`src/rtl/glyph_row_serializer.sv`:
```
// glyph_row_serializer
//   Turns one row of a font glyph into a serial pixel stream for the VGA text
//   console. A request (code, row, scale, invert, underline) is taken on a
//   valid/ready handshake. The glyph bitmap comes from an external
//   combinational ROM addressed directly by in_code. Each glyph emits GLYPH_W
//   pixel columns followed by GAP blank columns. Every column is repeated
//   (in_scale+1) times. Back-to-back requests chain with no idle cycle.
//
//   state | meaning
//   IDLE  | no glyph held, ready for a request, px_valid low
//   SHIFT | a glyph row is being streamed out, px_valid high
//
// Ports
//   clk, rst                  clock, synchronous active-high reset
//   in_valid/in_ready         request handshake
//   in_code, in_row           character code and glyph row (0 = top)
//   in_scale                  horizontal repeat count minus one
//   in_invert, in_underline   per-glyph attributes
//   rom_addr/rom_data         combinational font ROM lookup
//   px_valid/px_ready         pixel stream handshake
//   px, px_last               pixel value and end-of-glyph marker
//   busy                      a glyph is held in the shifter
module glyph_row_serializer #(
    parameter int GLYPH_W  = 5,
    parameter int GLYPH_H  = 7,
    parameter int GAP      = 1,
    parameter int CODE_W   = 7,
    parameter int CODE_MIN = 32,
    parameter int ROW_W    = 3
) (
    input  logic                         clk,
    input  logic                         rst,
    input  logic                         in_valid,
    output logic                         in_ready,
    input  logic [CODE_W-1:0]            in_code,
    input  logic [ROW_W-1:0]             in_row,
    input  logic [1:0]                   in_scale,
    input  logic                         in_invert,
    input  logic                         in_underline,
    output logic [CODE_W-1:0]            rom_addr,
    input  logic [GLYPH_W*GLYPH_H-1:0]   rom_data,
    output logic                         px_valid,
    input  logic                         px_ready,
    output logic                         px,
    output logic                         px_last,
    output logic                         busy
);

    localparam int COLS  = GLYPH_W + GAP;
    localparam int COL_W = (COLS > 1) ? $clog2(COLS) : 1;
    localparam logic [COL_W-1:0] LAST_COL = COL_W'(COLS - 1);

    typedef enum logic {
        IDLE  = 1'b0,
        SHIFT = 1'b1
    } state_t;

    state_t             state_q, state_nxt;
    logic [GLYPH_W-1:0] row_q;
    logic [GLYPH_W-1:0] row_bits;
    logic               inv_q;
    logic [1:0]         scale_q;
    logic [COL_W-1:0]   col_q;
    logic [1:0]         rep_q;
    logic               accept;
    logic               px_take;

    assign rom_addr = in_code;

    // Row slice with attribute overrides; inversion last so it also covers
    // the underline and the invalid-code block.
    always_comb begin
        row_bits = '0;
        for (int r = 0; r < GLYPH_H; r++) begin
            if (in_row == ROW_W'(r))
                row_bits = rom_data[GLYPH_W*GLYPH_H-1-GLYPH_W*r -: GLYPH_W];
        end
        if ((in_row < ROW_W'(GLYPH_H)) && (in_code < CODE_W'(CODE_MIN)))
            row_bits = '1;
        if (in_underline && (in_row == ROW_W'(GLYPH_H - 1)))
            row_bits = '1;
        if (in_invert)
            row_bits = ~row_bits;
    end

    always_comb begin
        busy     = (state_q == SHIFT);
        px_valid = busy;
        px_last  = busy && (col_q == LAST_COL) && (rep_q == scale_q);
        // Gap columns carry the inversion flag as their pixel value.
        px       = busy && ((int'(col_q) < GLYPH_W) ? row_q[GLYPH_W-1] : inv_q);
        // In SHIFT the next request is taken on the same edge as the last
        // pixel, which keeps consecutive glyphs bubble-free.
        in_ready = busy ? (px_ready && px_last) : 1'b1;
        accept   = in_valid && in_ready;
        px_take  = px_valid && px_ready;
    end

    always_comb begin
        state_nxt = state_q;
        case (state_q)
            IDLE:    if (accept) state_nxt = SHIFT;
            SHIFT:   if (px_take && px_last) state_nxt = accept ? SHIFT : IDLE;
            default: state_nxt = IDLE;
        endcase
    end

    always_ff @(posedge clk) begin
        if (rst) begin
            state_q <= IDLE;
            row_q   <= '0;
            inv_q   <= 1'b0;
            scale_q <= '0;
            col_q   <= '0;
            rep_q   <= '0;
        end else begin
            state_q <= state_nxt;
            if (accept) begin
                row_q   <= row_bits;
                inv_q   <= in_invert;
                scale_q <= in_scale;
                col_q   <= '0;
                rep_q   <= '0;
            end else if (px_take) begin
                if (rep_q == scale_q) begin
                    rep_q <= '0;
                    row_q <= row_q << 1;
                    col_q <= (col_q == LAST_COL) ? '0 : col_q + 1'b1;
                end else begin
                    rep_q <= rep_q + 1'b1;
                end
            end
        end
    end

endmodule
```
`config.mk`:
```
export PLATFORM = sky130hd
export DESIGN_NAME = glyph_row_serializer
export DESIGN_NICKNAME = d
export VERILOG_FILES = /design/src/rtl/glyph_row_serializer.sv
export SDC_FILE = /design/constraint.sdc
export NUM_CORES = 1
export LEC_CHECK = 0
export ABC_CLOCK_PERIOD_IN_PS = 2300
export CORE_ASPECT_RATIO = 0.7
export CORE_UTILIZATION = 40
export DETAILED_ROUTE_END_ITERATION = 6
export GPL_TIMING_DRIVEN = 0
export HOLD_SLACK_MARGIN = 0.1
export PLACE_DENSITY = 0.84
export SYNTH_ARGS = -nofsm -noshare
export SYNTH_HDL_FRONTEND = slang
export SYNTH_SLANG_ARGS = --single-unit
```
`constraint.sdc`:
```
create_clock -name clk -period 2.3 [get_ports clk]
set_input_delay 0.345 -clock clk [delete_from_list [all_inputs] [get_ports clk]]
set_output_delay 0.345 -clock clk [all_outputs]
set_load 0.02 [all_outputs]
```
== Word level (Yosys, flattened, before mapping) ==
Cells that the tools add are included.

* Bitwise logic cells: 2
* Add/subtract/negate cells: 2
* Reductions and logical operators: 15
* Order comparisons: 3
* Multiplexer cells: 20
* Eq/ne operators: 8

{| class="wikitable"
|+ Operator list
! kind !! number
|-
| 5-bit 2-to-1 mux || 13
|-
| 3-bit == test (second input constant) || 4
|-
| 1-bit logical AND || 9
|-
| 7-bit by 6-bit < comparator with 1-bit output (second input constant) || 1
|-
| 3-bit by 2-bit == test with 1-bit output (second input constant) || 2
|-
| 3-bit < comparator (second input constant) || 2
|-
| 5-bit NOT || 1
|-
| 1-bit 2-to-1 mux || 4
|-
| 2-bit AND reduction || 2
|-
| 2-bit nonzero test || 2
|-
| 3-bit by 1-bit adder with 3-bit output (second input constant) || 1
|-
| 3-bit by 1-bit == test with 1-bit output (second input constant) || 1
|-
| 3-bit zero test || 1
|-
| 3-bit 2-to-1 mux || 1
|-
| 2-bit by 1-bit adder with 2-bit output (second input constant) || 1
|-
| 2-bit == test || 1
|-
| 2-bit 2-to-1 mux || 1
|-
| 1-bit case mux with 2 select lines || 1
|-
| 2-bit OR reduction || 1
|-
| 1-bit NOT || 1
|}

* Flip-flop bits (word level): 14

== Depth between registers and ports, before layout ==
Gate-level depths: netlist of the first run.

* Depth after elaboration: 13
* Depth in mapped cells: 8
* Mapped depth without buffers: 6

== Least setup slack after synthesis of the first run ==
Ideal clock, no wire load.

* Kind: input to register
* Start: input in_row[0]
* End: register row_q[3]
* Path buffers: 1
* Cell stages on the path: 7
* Required time: 2.197 ns
* Path slack: 0.487 ns
* Data arrival time: 1.710 ns
* Cell sequence: buf_2 -> and3b_4 -> a311oi_1 -> o31ai_1 -> a221oi_2 -> xor2_1 -> a2111oi_2

* Cells in the longest elaborated chain, start to end: 13

{| class="wikitable"
|+ Ends and longest elaborated chain
! item !! line !! text
|-
| start, declared || 36 || <nowiki>input logic [ROW_W-1:0] in_row,</nowiki>
|-
| 3-bit zero test || 75 || <nowiki>if (in_row == ROW_W'(r))</nowiki>
|-
| 5-bit 2-to-1 mux (7 in a row) || 75 ||
|-
| 5-bit 2-to-1 mux || 78 || <nowiki>if ((in_row < ROW_W'(GLYPH_H)) && (in_code < CODE_W'(CODE_MIN)))</nowiki>
|-
| 5-bit 2-to-1 mux * || 80 || <nowiki>if (in_underline && (in_row == ROW_W'(GLYPH_H - 1)))</nowiki>
|-
| 5-bit NOT || 83 || <nowiki>row_bits = ~row_bits;</nowiki>
|-
| 5-bit 2-to-1 mux * || 82 || <nowiki>if (in_invert)</nowiki>
|-
| 5-bit 2-to-1 mux * || 118 || <nowiki>if (accept) begin</nowiki>
|-
| end signal, assigned || 119 || <nowiki>row_q <= row_bits;</nowiki>
|-
| end signal, assigned || 127 || <nowiki>row_q <= row_q << 1;</nowiki>
|-
| end, declared || 59 || <nowiki>logic [GLYPH_W-1:0] row_q;</nowiki>
|}

Mark *: on every way between the ends. The rest lies on a longest branch, timed or not.
A chain may end at the register's enable or synchronous reset.

== Final worst setup path of the first run ==
* Start: input in_row[2]
* End: register row_q[3]

The elaborated chain is that of the path after synthesis.

==> impl_metrics.csv, run 1 <==
group,metric,value,unit
run_status,status,"finished, final reports clean",
timing,setup_viol,0,
timing,hold_viol_final,0,
timing,hold_ws,0.418,ns
route,viasPerCell,5.57,
setup_path,crit_slowest_cell,"clkdlybuf4s50_1",
synthesis,syn_area_per_cell,7.96,sq um
power_and_ir_drop,p_sw,0.000224,W
synthesis,synth_cell_type_count,45,
clocking,cts_buffers,3,
power_and_ir_drop,combinationalPowerShare,0.363,
global_routing,grt_max_degree,11,
route,drc,0,
timing,fin_skew,0.00524,ns
synthesis,syn_nets,209,
floorplan,pin_count,65,
cells_and_area,synthToLayoutAreaGrowth,53.2,%
synthesis,async_reset_ff_frac,0,
setup_path,r2r_cells,5,
min_path,hold-path-cell-count,3,
global_routing,antenna_found_initial,0,
synthesis,ys_ff_latch,14,
route,first_pass_iters,4,
setup_path,path_cells,"clkdlybuf4s50_1, buf_2, clkbuf_1, o21ai_0, a221oi_2, xor2_1, a2111oi_2",
place,dp_hpwl,2860,um
clocking,clk_pin_slew,0.06,ns
synthesis,synth-edff-count,0,
global_routing,grt_overflow_total,0,
timing,finalCritPeriodShare,0.982,
timing,setup_tns,0,ns
clocking,cts_tree,"done",
setup_path,crit_fanout,10,
setup_path,cp-end-kind,"flop",
global_routing,track_usage,0.230,
power_and_ir_drop,p_int,0.000567,W
clocking,cts_hold_buf,0,
flow_run,maxCapViolations,0,
min_path,min_path_type,"input pin to flop",
power_and_ir_drop,p_sw_frac,0.283,
route,detail-route-antenna-nets,0,
place,place.gp.congestion,0.809,
synthesis,syn_area,1240,sq um
cells_and_area,final_nets,270,
clocking,htreeDepth,1,
power_and_ir_drop,p_leak,0.735,nW
synthesis,synthCells,156,
synthesis,ys_warn_count,0,
floorplan,rows,16,
floorplan,die_area,3340,sq um
clocking,cts_root_buffer,"clkbuf_8",
clocking,postCtsResizedCells,0,
synthesis,ys.flop_type,"dfxtp_1",
timing,relSlewSlack,0.636,
cells_and_area,antenna_cells,0,
setup_path,path_buf_inv,3,
floorplan,start_util,0.434,
clocking,post_cts_buffers,0,
synthesis,yosysSeqAreaShare,0.226,
setup_path,startpoint_type,"input pin",
floorplan,die_y,48.6,um
setup_path,critPathKind,"input pin to flop",
floorplan,die_w,68.6,um
setup_path,max_stage_delay,0.46,ns
setup_path,crit_family,"buffers and inverters",
timing,slew_viol_final,0,
cells_and_area,layout-drive-gt1-share,0.139,
floorplan,core,2860,sq um
clocking,insertion_delay,0.25,ns
setup_path,arrival,2.40,ns
power_and_ir_drop,power_frac_clock,0.302,
global_routing,grt_pass1_vias,1331,
timing,max_freq,443,MHz
setup_path,worstSetupPathDepth,7,
clocking,clkSinkCount,14,
clocking,max-clock-path-buffers,2,
timing,period_minus_slack,2.26,ns
place,port_buffers,56,
timing,tightest_slew,0.542,ns
route,drt_iter0_drc,134,
power_and_ir_drop,peakVddDrop,0.189,mV
global_routing,grt_pass1_wl,5780,um
power_and_ir_drop,p_per_area,415,nW/um^2
power_and_ir_drop,seqPwrFrac,0.335,
route,wire_per_inst,14.0,um
route,finalWirelength,3530,um
timing,rsz0062_at_grt,"no",
setup_path,required,2.45,ns
route,vias,1404,
## flip-flops by register name, summed over array words and instances, names as in the netlist
signal   cells
col_q        3
rep_q        2
scale_q      2
inv_q        1
busy         1
row_q        5
## synth_stat cells, types with 2 or more instances
cell type	n	area, sq um
dfxtp_1	14	280
nor2_1	14	52.6
nand2_1	12	45.0
a21oi_1	8	40.0
buf_4	8	60.1
o21ai_0	7	35.0
nand3_1	6	30.0
a31oi_1	5	31.3
and3b_1	5	43.8
buf_2	5	25.0
nor2b_1	5	31.3
xor2_1	5	43.8
a211oi_1	4	30.0
a21boi_0	4	30.0
a221oi_2	4	60.1
o21ai_1	4	20.0
o31ai_1	4	30.0
a311oi_1	3	26.3
and2_1	3	18.8
and2b_1	3	22.5
inv_1	3	11.3
mux2i_1	3	30.0
clkbuf_1	2	7.51
nor3b_1	2	15.0
or3_1	2	12.5
xnor2_1	2	17.5
## path summary, 6_finish.rpt
path / start / endpoint / slack (ns)
min: in_invert / inv_q / 0.42
max: in_row[2] / row_q[3] / 0.04
min reg2reg: inv_q / inv_q / 0.46
max reg2reg: busy / row_q[0] / 0.55
## placed cells by master (no fill, tap or decap), types with 2 or more instances in the layout
cell	count
a221oi_2	4
clkdlybuf4s50_1	56
o21ai_1	4
a21boi_0	4
buf_2	5
a21oi_1	8
buf_4	8
and2_1	3
xnor2_1	2
a31oi_1	5
a211oi_1	4
xor2_1	5
nor2_1	14
nor3b_1	2
o31ai_1	4
o21ai_0	7
a311oi_1	3
nand2_1	12
clkbuf_8	4
and2b_1	3
dfxtp_1	14
nand3_1	6
and3b_1	5
or3_1	2
mux2i_1	3
clkbuf_1	2
inv_1	3
nor2b_1	5
## routing by layer
layer,vias up,GRT usage,share of wire
met4,0,0.0833,0.017
li1,689,-,-
met1,636,0.309,0.42
met2,71,0.353,0.47
met3,8,0.0519,0.094
met5,-,0,0
## per-stage QoR
step                      total power, W  cell area (sq um)   util  cells  worst slack [ns]
after floorplan                 0.000426               1240      -    156             0.487
after global placement          0.000545               1850  0.646    248           -0.0708
after detailed placement        0.000553               1850  0.646    248            -0.132
after CTS                       0.000795               1900  0.665    252            0.0906
after global routing            0.000831               1900  0.665    252          0.000626
final                           0.000790               1900  0.665    252            0.0423
## kinds of logic after synthesis
| family | after synthesis | synth area share |
|---|---|---|
| muxes | 3 | 0.0242 |
| DFF | 14 | 0.226 |
| xor gates and xnor gates | 7 | 0.0493 |
| buffers and inverters | 21 | 0.114 |
| and+or+nand+nor | 59 | 0.262 |
| AOI/OAI and AO/OA | 52 | 0.325 |
## power groups by stage
stage	Sequential [W]	Clock, W	Combinational, W
5_1_grt	0.000266	0.000257	0.000308
3_5_place_dp	0.000269	0	0.000284
4_1_cts	0.000264	0.000245	0.000286
3_3_place_gp	0.000268	0	0.000277
2_1_floorplan	0.000268	0	0.000157
6_report	0.000265	0.000239	0.000287
## tightest hold or removal path, delay by kind of cell
family / cells / cell delay (ns)
compound gates: 1 / 0.05
buf+inv: 1 / 0.15
simple gates: 1 / 0.07
## area by class of cell
type,instances,area (sq um)
fillers,223,960
multi-input cells,121,821
repair buffers,56,561
flip-flops and latches,14,280
plain buffers,17,124
clock buffers,4,55.1
well taps,36,45.0
inverters,4,17.5
(Power assumes the default switching activity.)
==> run 2, diff against run 1 <==
--- a/config.mk
+++ b/config.mk
@@ -5,13 +5,15 @@
 export SDC_FILE = /design/constraint.sdc
 export NUM_CORES = 1
 export LEC_CHECK = 0
+export ABC_AREA = 1
 export ABC_CLOCK_PERIOD_IN_PS = 2300
 export CORE_ASPECT_RATIO = 0.7
-export CORE_UTILIZATION = 40
+export CORE_MARGIN = 10
+export CORE_UTILIZATION = 39
 export DETAILED_ROUTE_END_ITERATION = 6
 export GPL_TIMING_DRIVEN = 0
 export HOLD_SLACK_MARGIN = 0.1
-export PLACE_DENSITY = 0.84
+export PLACE_DENSITY = 0.83
 export SYNTH_ARGS = -nofsm -noshare
 export SYNTH_HDL_FRONTEND = slang
 export SYNTH_SLANG_ARGS = --single-unit
==> impl_metrics.csv, run 2 <==
group,metric,value,unit
cells_and_area,final_nets,325,
route,drc,0,
setup_path,startpoint_type,"input pin",
cells_and_area,largest_reg_flops,5,
timing,period_minus_slack,2.21,ns
route,viasPerCell,4.66,
setup_path,crit_start,"px_ready",
synthesis,syn_area,1200,sq um
cells_and_area,antenna_cells,0,
power_and_ir_drop,p_per_area,396,nW/um^2
synthesis,synth_area_leaders,"dfxtp_1, nand2_1, nor2_1",
synthesis,synth_top_area_frac,0.234,
clocking,cts_buffers,3,
synthesis,ys.flop_type,"dfxtp_1",
clocking,postCtsResizedCells,0,
floorplan,rows,16,
timing,max_freq,453,MHz
cells_and_area,final_common_cell,"clkdlybuf4s50_1",
synthesis,syn_nets,262,
timing,relSlewSlack,0.560,
run_status,status,"finished, final reports clean",
place,place.gp.congestion,0.818,
route,detail-route-antenna-nets,0,
place,dp_cells,303,
global_routing,grt_overflow_total,0,
route,vias,1427,
clocking,cts_hold_buf,0,
global_routing,antenna_found_initial,0,
cells_and_area,layout-drive-gt1-share,0.0963,
synthesis,syn_area_per_cell,5.74,sq um
min_path,min_path_type,"flop to flop",
setup_path,required,1.96,ns
min_path,hp-start,"scale_q[0]",
synthesis,ys_ff_latch,14,
route,wire_per_inst,13.0,um
flow_run,maxCapViolations,0,
setup_path,rr_startpoint,"busy",
global_routing,grt_max_degree,11,
floorplan,die_w,86.3,um
clocking,htreeDepth,1,
timing,fin_skew,0.00365,ns
route,finalWirelength,3960,um
synthesis,synthCells,209,
global_routing,track_usage,0.137,
clocking,clk_pin_slew,0.06,ns
cells_and_area,utilization,0.652,
floorplan,start_util,0.419,
synthesis,synth_cell_type_count,23,
route,first_pass_iters,4,
clocking,insertion_delay,0.24,ns
setup_path,cp-end-kind,"output port",
setup_path,arrival,1.86,ns
floorplan,pin_count,65,
synthesis,yosysSeqAreaShare,0.234,
cells_and_area,max_flop_register,"row_q",
clocking,clkSinkCount,14,
synthesis,ys_warn_count,0,
global_routing,grt_pass1_wl,6400,um
power_and_ir_drop,peakVddDrop,0.234,mV
floorplan,core,2860,sq um
clocking,max-clock-path-buffers,2,
synthesis,async_reset_ff_frac,0,
clocking,cts_tree,"done",
clocking,cts_root_buffer,"clkbuf_8",
cells_and_area,fillCellCount,284,
floorplan,die_y,66.4,um
setup_path,critPathKind,"input pin to output port",
timing,setup_viol,0,
route,drt_iter0_drc,128,
timing,finalCritPeriodShare,0.960,
place,port_buffers,58,
timing,setup_tns,0,ns
power_and_ir_drop,p_leak,0.872,nW
synthesis,synth-edff-count,0,
synthesis,yosysMostFrequentCell,"nand2_1",
timing,post-route-worst-setup-slack,0.0921,ns
timing,hold_viol_final,0,
setup_path,crit_fanout,3,
floorplan,die_area,5730,sq um
place,post-place-ws,0.0983,ns
cells_and_area,synthToLayoutAreaGrowth,55.6,%
timing,rsz0062_at_grt,"no",
synthesis,yosys.area.top_type,"dfxtp_1",
cells_and_area,final_cell_mix,"clkdlybuf4s50_1, nand2_1, nor2_1",
cells_and_area,largestRegisters,"row_q (5), col_q (3)",
cells_and_area,instances_no_fill,306,
timing,tightest_slew,0.654,ns
synthesis,synth_common_cells,"nand2_1, nor2_1, inv_1",
global_routing,grt_pass1_vias,1369,
timing,slew_viol_final,0,
clocking,post_cts_buffers,0,
place,dp_hpwl,3430,um
==> run 2: cell count changes in the layout (fill, tap and decap cells not counted), sizes merged, moves of 5 or more <==
cell / delta
nor2: +22
inv: +31
nand3: +11
nand2: +42
and3b: -6
nand4: +10
buf: -5
a31oi: -6
nor3: +6
nor2b: -5
a21oi: +5
==> run 2: through the flow <==
| stage | hold slack [ns] | area, sq um | total power [W] |
|---|---|---|---|
| final | 0.477 | 1870 | 0.000738 |
| after global routing | 0.509 | 1870 | 0.000784 |
| after CTS | 0.476 | 1870 | 0.000744 |
| after detailed placement | 0.466 | 1820 | 0.000545 |
| after global placement | 0.464 | 1820 | 0.000540 |
| after floorplan | 0.414 | 1200 | 0.000414 |
==> run 2: critical path, cell delays in order <==
cell	delay (ns)
clkdlybuf4s50_1	0.48
nand2_1	0.10
inv_2	0.08
nand4_1	0.11
nand2_2	0.12
clkdlybuf4s50_1	0.62
==> run 2: path summary, 6_finish.rpt <==
| kind | endpoint | slack (ns) | cells past startpoint |
|---|---|---|---|
| setup / recovery | in_ready | 0.09 | 6 |
| setup reg to reg | row_q[4] | 0.69 | 9 |
| hold reg to reg | scale_q[0] | 0.48 | 2 |
| hold / removal | scale_q[0] | 0.48 | 2 |
==> run 2: logic make-up after synthesis <==
kind of cell | count (synthesis) | share of synthesized area
xor gates and xnor gates | 2 | 0.0146
buffers and inverters | 45 | 0.175
muxes | 1 | 0.00939
DFF | 14 | 0.234
AOI/OAI and AO/OA | 23 | 0.105
and+or+nand+nor | 124 | 0.461
==> run 2: final cells by class <==
cell class	instances	area, sq um	share of cell area
sequential	14	280	0.150
tap	36	45.0	0.0241
inverter	35	131	0.0704
multi-input combinational	150	708	0.380
clock buffer	3	41.3	0.0221
buffer	10	78.8	0.0423
timing repair buffer	58	581	0.311
==> run 2: report_power, final <==
part	switching, W	leakage, nW	internal [W]
registers	0.00000969	0.115	0.000258
logic	0.000128	0.736	0.000145
clock network	0.0000816	0.0216	0.000116
==> run 2: metal layers <==
metal	vias to the layer above	track usage	wire length, um
met1	611	0.164	1730
li1	782	-	-
met4	0	0.0181	0
met2	34	0.243	2020
met5	-	0	0
met3	0	0.0406	208
==> run 3, diff against run 2 <==
--- a/config.mk
+++ b/config.mk
@@ -5,15 +5,15 @@
 export SDC_FILE = /design/constraint.sdc
 export NUM_CORES = 1
 export LEC_CHECK = 0
-export ABC_AREA = 1
 export ABC_CLOCK_PERIOD_IN_PS = 2300
+export CAP_MARGIN = 20
 export CORE_ASPECT_RATIO = 0.7
 export CORE_MARGIN = 10
-export CORE_UTILIZATION = 39
+export CORE_UTILIZATION = 40
 export DETAILED_ROUTE_END_ITERATION = 6
 export GPL_TIMING_DRIVEN = 0
 export HOLD_SLACK_MARGIN = 0.1
-export PLACE_DENSITY = 0.83
+export PLACE_DENSITY = 0.89
 export SYNTH_ARGS = -nofsm -noshare
 export SYNTH_HDL_FRONTEND = slang
 export SYNTH_SLANG_ARGS = --single-unit
==> impl_metrics.csv, run 3 (synthesized netlist as in run 1, its figures left out) <==
group,metric,value,unit
route,finalWirelength,4180,um
route,detail-route-antenna-nets,0,
power_and_ir_drop,power_frac_clock,0.306,
route,vias,1380,
cells_and_area,largest_reg_flops,5,
setup_path,crit_slowest_cell,"clkdlybuf4s50_1",
cells_and_area,antenna_cells,0,
route,wire_per_inst,16.6,um
floorplan,die_w,86.6,um
clocking,clkSinkCount,14,
setup_path,cp_common_cell,"clkdlybuf4s50_1",
setup_path,arrival,1.93,ns
clocking,cts_buffers,3,
cells_and_area,synthToLayoutAreaGrowth,55.0,%
clocking,cts_tree,"done",
power_and_ir_drop,p_per_area,416,nW/um^2
timing,fin_skew,0.00609,ns
setup_path,startpoint_type,"input pin",
min_path,min_path_type,"input pin to flop",
clocking,cts_root_buffer,"clkbuf_8",
timing,relSlewSlack,0.602,
clocking,htreeDepth,1,
setup_path,crit_fanout,4,
cells_and_area,largestRegisters,"row_q (5), col_q (3)",
floorplan,start_util,0.431,
setup_path,crit_family,"buffers and inverters",
place,post-place-ws,-0.138,ns
timing,rsz0062_at_grt,"no",
route,first_pass_iters,4,
timing,finalCritPeriodShare,0.991,
setup_path,max_stage_delay,0.63,ns
cells_and_area,max_flop_register,"row_q",
clocking,max-clock-path-buffers,2,
timing,hold_ws,0.432,ns
timing,max_freq,439,MHz
power_and_ir_drop,peakVddDrop,0.247,mV
global_routing,track_usage,0.147,
setup_path,path_cells,"clkdlybuf4s50_1, and2_1, a41o_1, clkdlybuf4s50_1",
power_and_ir_drop,p_int,0.000569,W
power_and_ir_drop,p_leak,0.743,nW
setup_path,cp-end-kind,"output port",
floorplan,pin_count,65,
cells_and_area,final_cell_mix,"clkdlybuf4s50_1, nor2_1, dfxtp_1",
floorplan,core,2880,sq um
cells_and_area,fillCellCount,236,
floorplan,rows,16,
route,drc,0,
route,viasPerCell,5.48,
global_routing,antenna_found_initial,0,
timing,post-route-worst-setup-slack,0.0205,ns
power_and_ir_drop,p_sw,0.000233,W
power_and_ir_drop,combinationalPowerShare,0.363,
global_routing,grt_max_degree,11,
global_routing,grt_pass1_vias,1464,
global_routing,grt_pass1_wl,6910,um
timing,period_minus_slack,2.28,ns
clocking,insertion_delay,0.26,ns
timing,setup_viol,0,
floorplan,die_y,66.6,um
timing,slew_viol_final,0,
cells_and_area,final_common_cell,"clkdlybuf4s50_1",
cells_and_area,layout-drive-gt1-share,0.157,
setup_path,path_buf_inv,2,
flow_run,maxCapViolations,0,
clocking,clk_pin_slew,0.06,ns
place,place.gp.congestion,0.833,
setup_path,required,1.96,ns
global_routing,grt_overflow_total,0,
power_and_ir_drop,p_sw_frac,0.290,
power_and_ir_drop,seqPwrFrac,0.331,
timing,tightest_slew,0.593,ns
cells_and_area,final_nets,270,
place,dp_hpwl,3380,um
run_status,status,"finished, final reports clean",
timing,hold_viol_final,0,
floorplan,die_area,5770,sq um
clocking,cts_hold_buf,0,
place,port_buffers,56,
route,drt_iter0_drc,107,
setup_path,critPathKind,"input pin to output port",
## run 3: area by class of cell
cell class,count,area (sq um),share of cell area
Timing Repair Buffer,56,561,0.291
Sequential cell,14,280,0.146
Buffer,17,125,0.0650
Clock buffer,4,55.1,0.0286
Tap cell,36,45.0,0.0234
Inverter,4,17.5,0.00910
Multi-Input combinational cell,121,842,0.437
## run 3: power by group through the flow
stage                     sequential (W)  clock, W  combinational (W)
after floorplan                 0.000268         0           0.000157
after global placement          0.000269         0           0.000279
after detailed placement        0.000269         0           0.000285
after CTS                       0.000264  0.000251           0.000286
after global routing            0.000267  0.000268           0.000316
final                           0.000265  0.000245           0.000291
## run 3: what timing repair did
item                                    CTS  global route
setup buffers                             0             0
endpoints found under the setup margin    0             2
gates resized for setup                   0             5
endpoints found under the hold margin     0             0
## run 3: routing by layer
layer | share of wire | global-route usage | up-vias
li1 | - | - | 690
met1 | 0.43 | 0.175 | 632
met5 | 0 | 0 | -
met3 | 0.070 | 0.0510 | 6
met4 | 0.016 | 0.0383 | 0
met2 | 0.48 | 0.246 | 52
## run 3: worst paths after layout
check,start,end,slack (ns),depth (start not counted)
max,px_ready,in_ready,0.02,4
min,in_invert,inv_q,0.43,3
max reg2reg,busy,row_q[0],0.56,5
min reg2reg,inv_q,inv_q,0.46,2
## run 3: through the flow
step / total power [W] / instances / setup TNS, ns / area, sq um / utilization
2_1_floorplan: 0.000426 / 156 / 0 / 1240 / -
3_3_place_gp: 0.000547 / 248 / -0.0983 / 1850 / 0.641
3_5_place_dp: 0.000554 / 248 / -0.153 / 1850 / 0.641
4_1_cts: 0.000801 / 252 / 0 / 1900 / 0.660
5_1_grt: 0.000851 / 252 / 0 / 1930 / 0.668
6_report: 0.000802 / 252 / 0 / 1930 / 0.668
## run 3: worst register-to-register path, delay by kind of cell (launching register included)
kind	cells	cell delay (ns)
simple gates	3	0.82
flops	1	0.43
compound gates	2	0.41
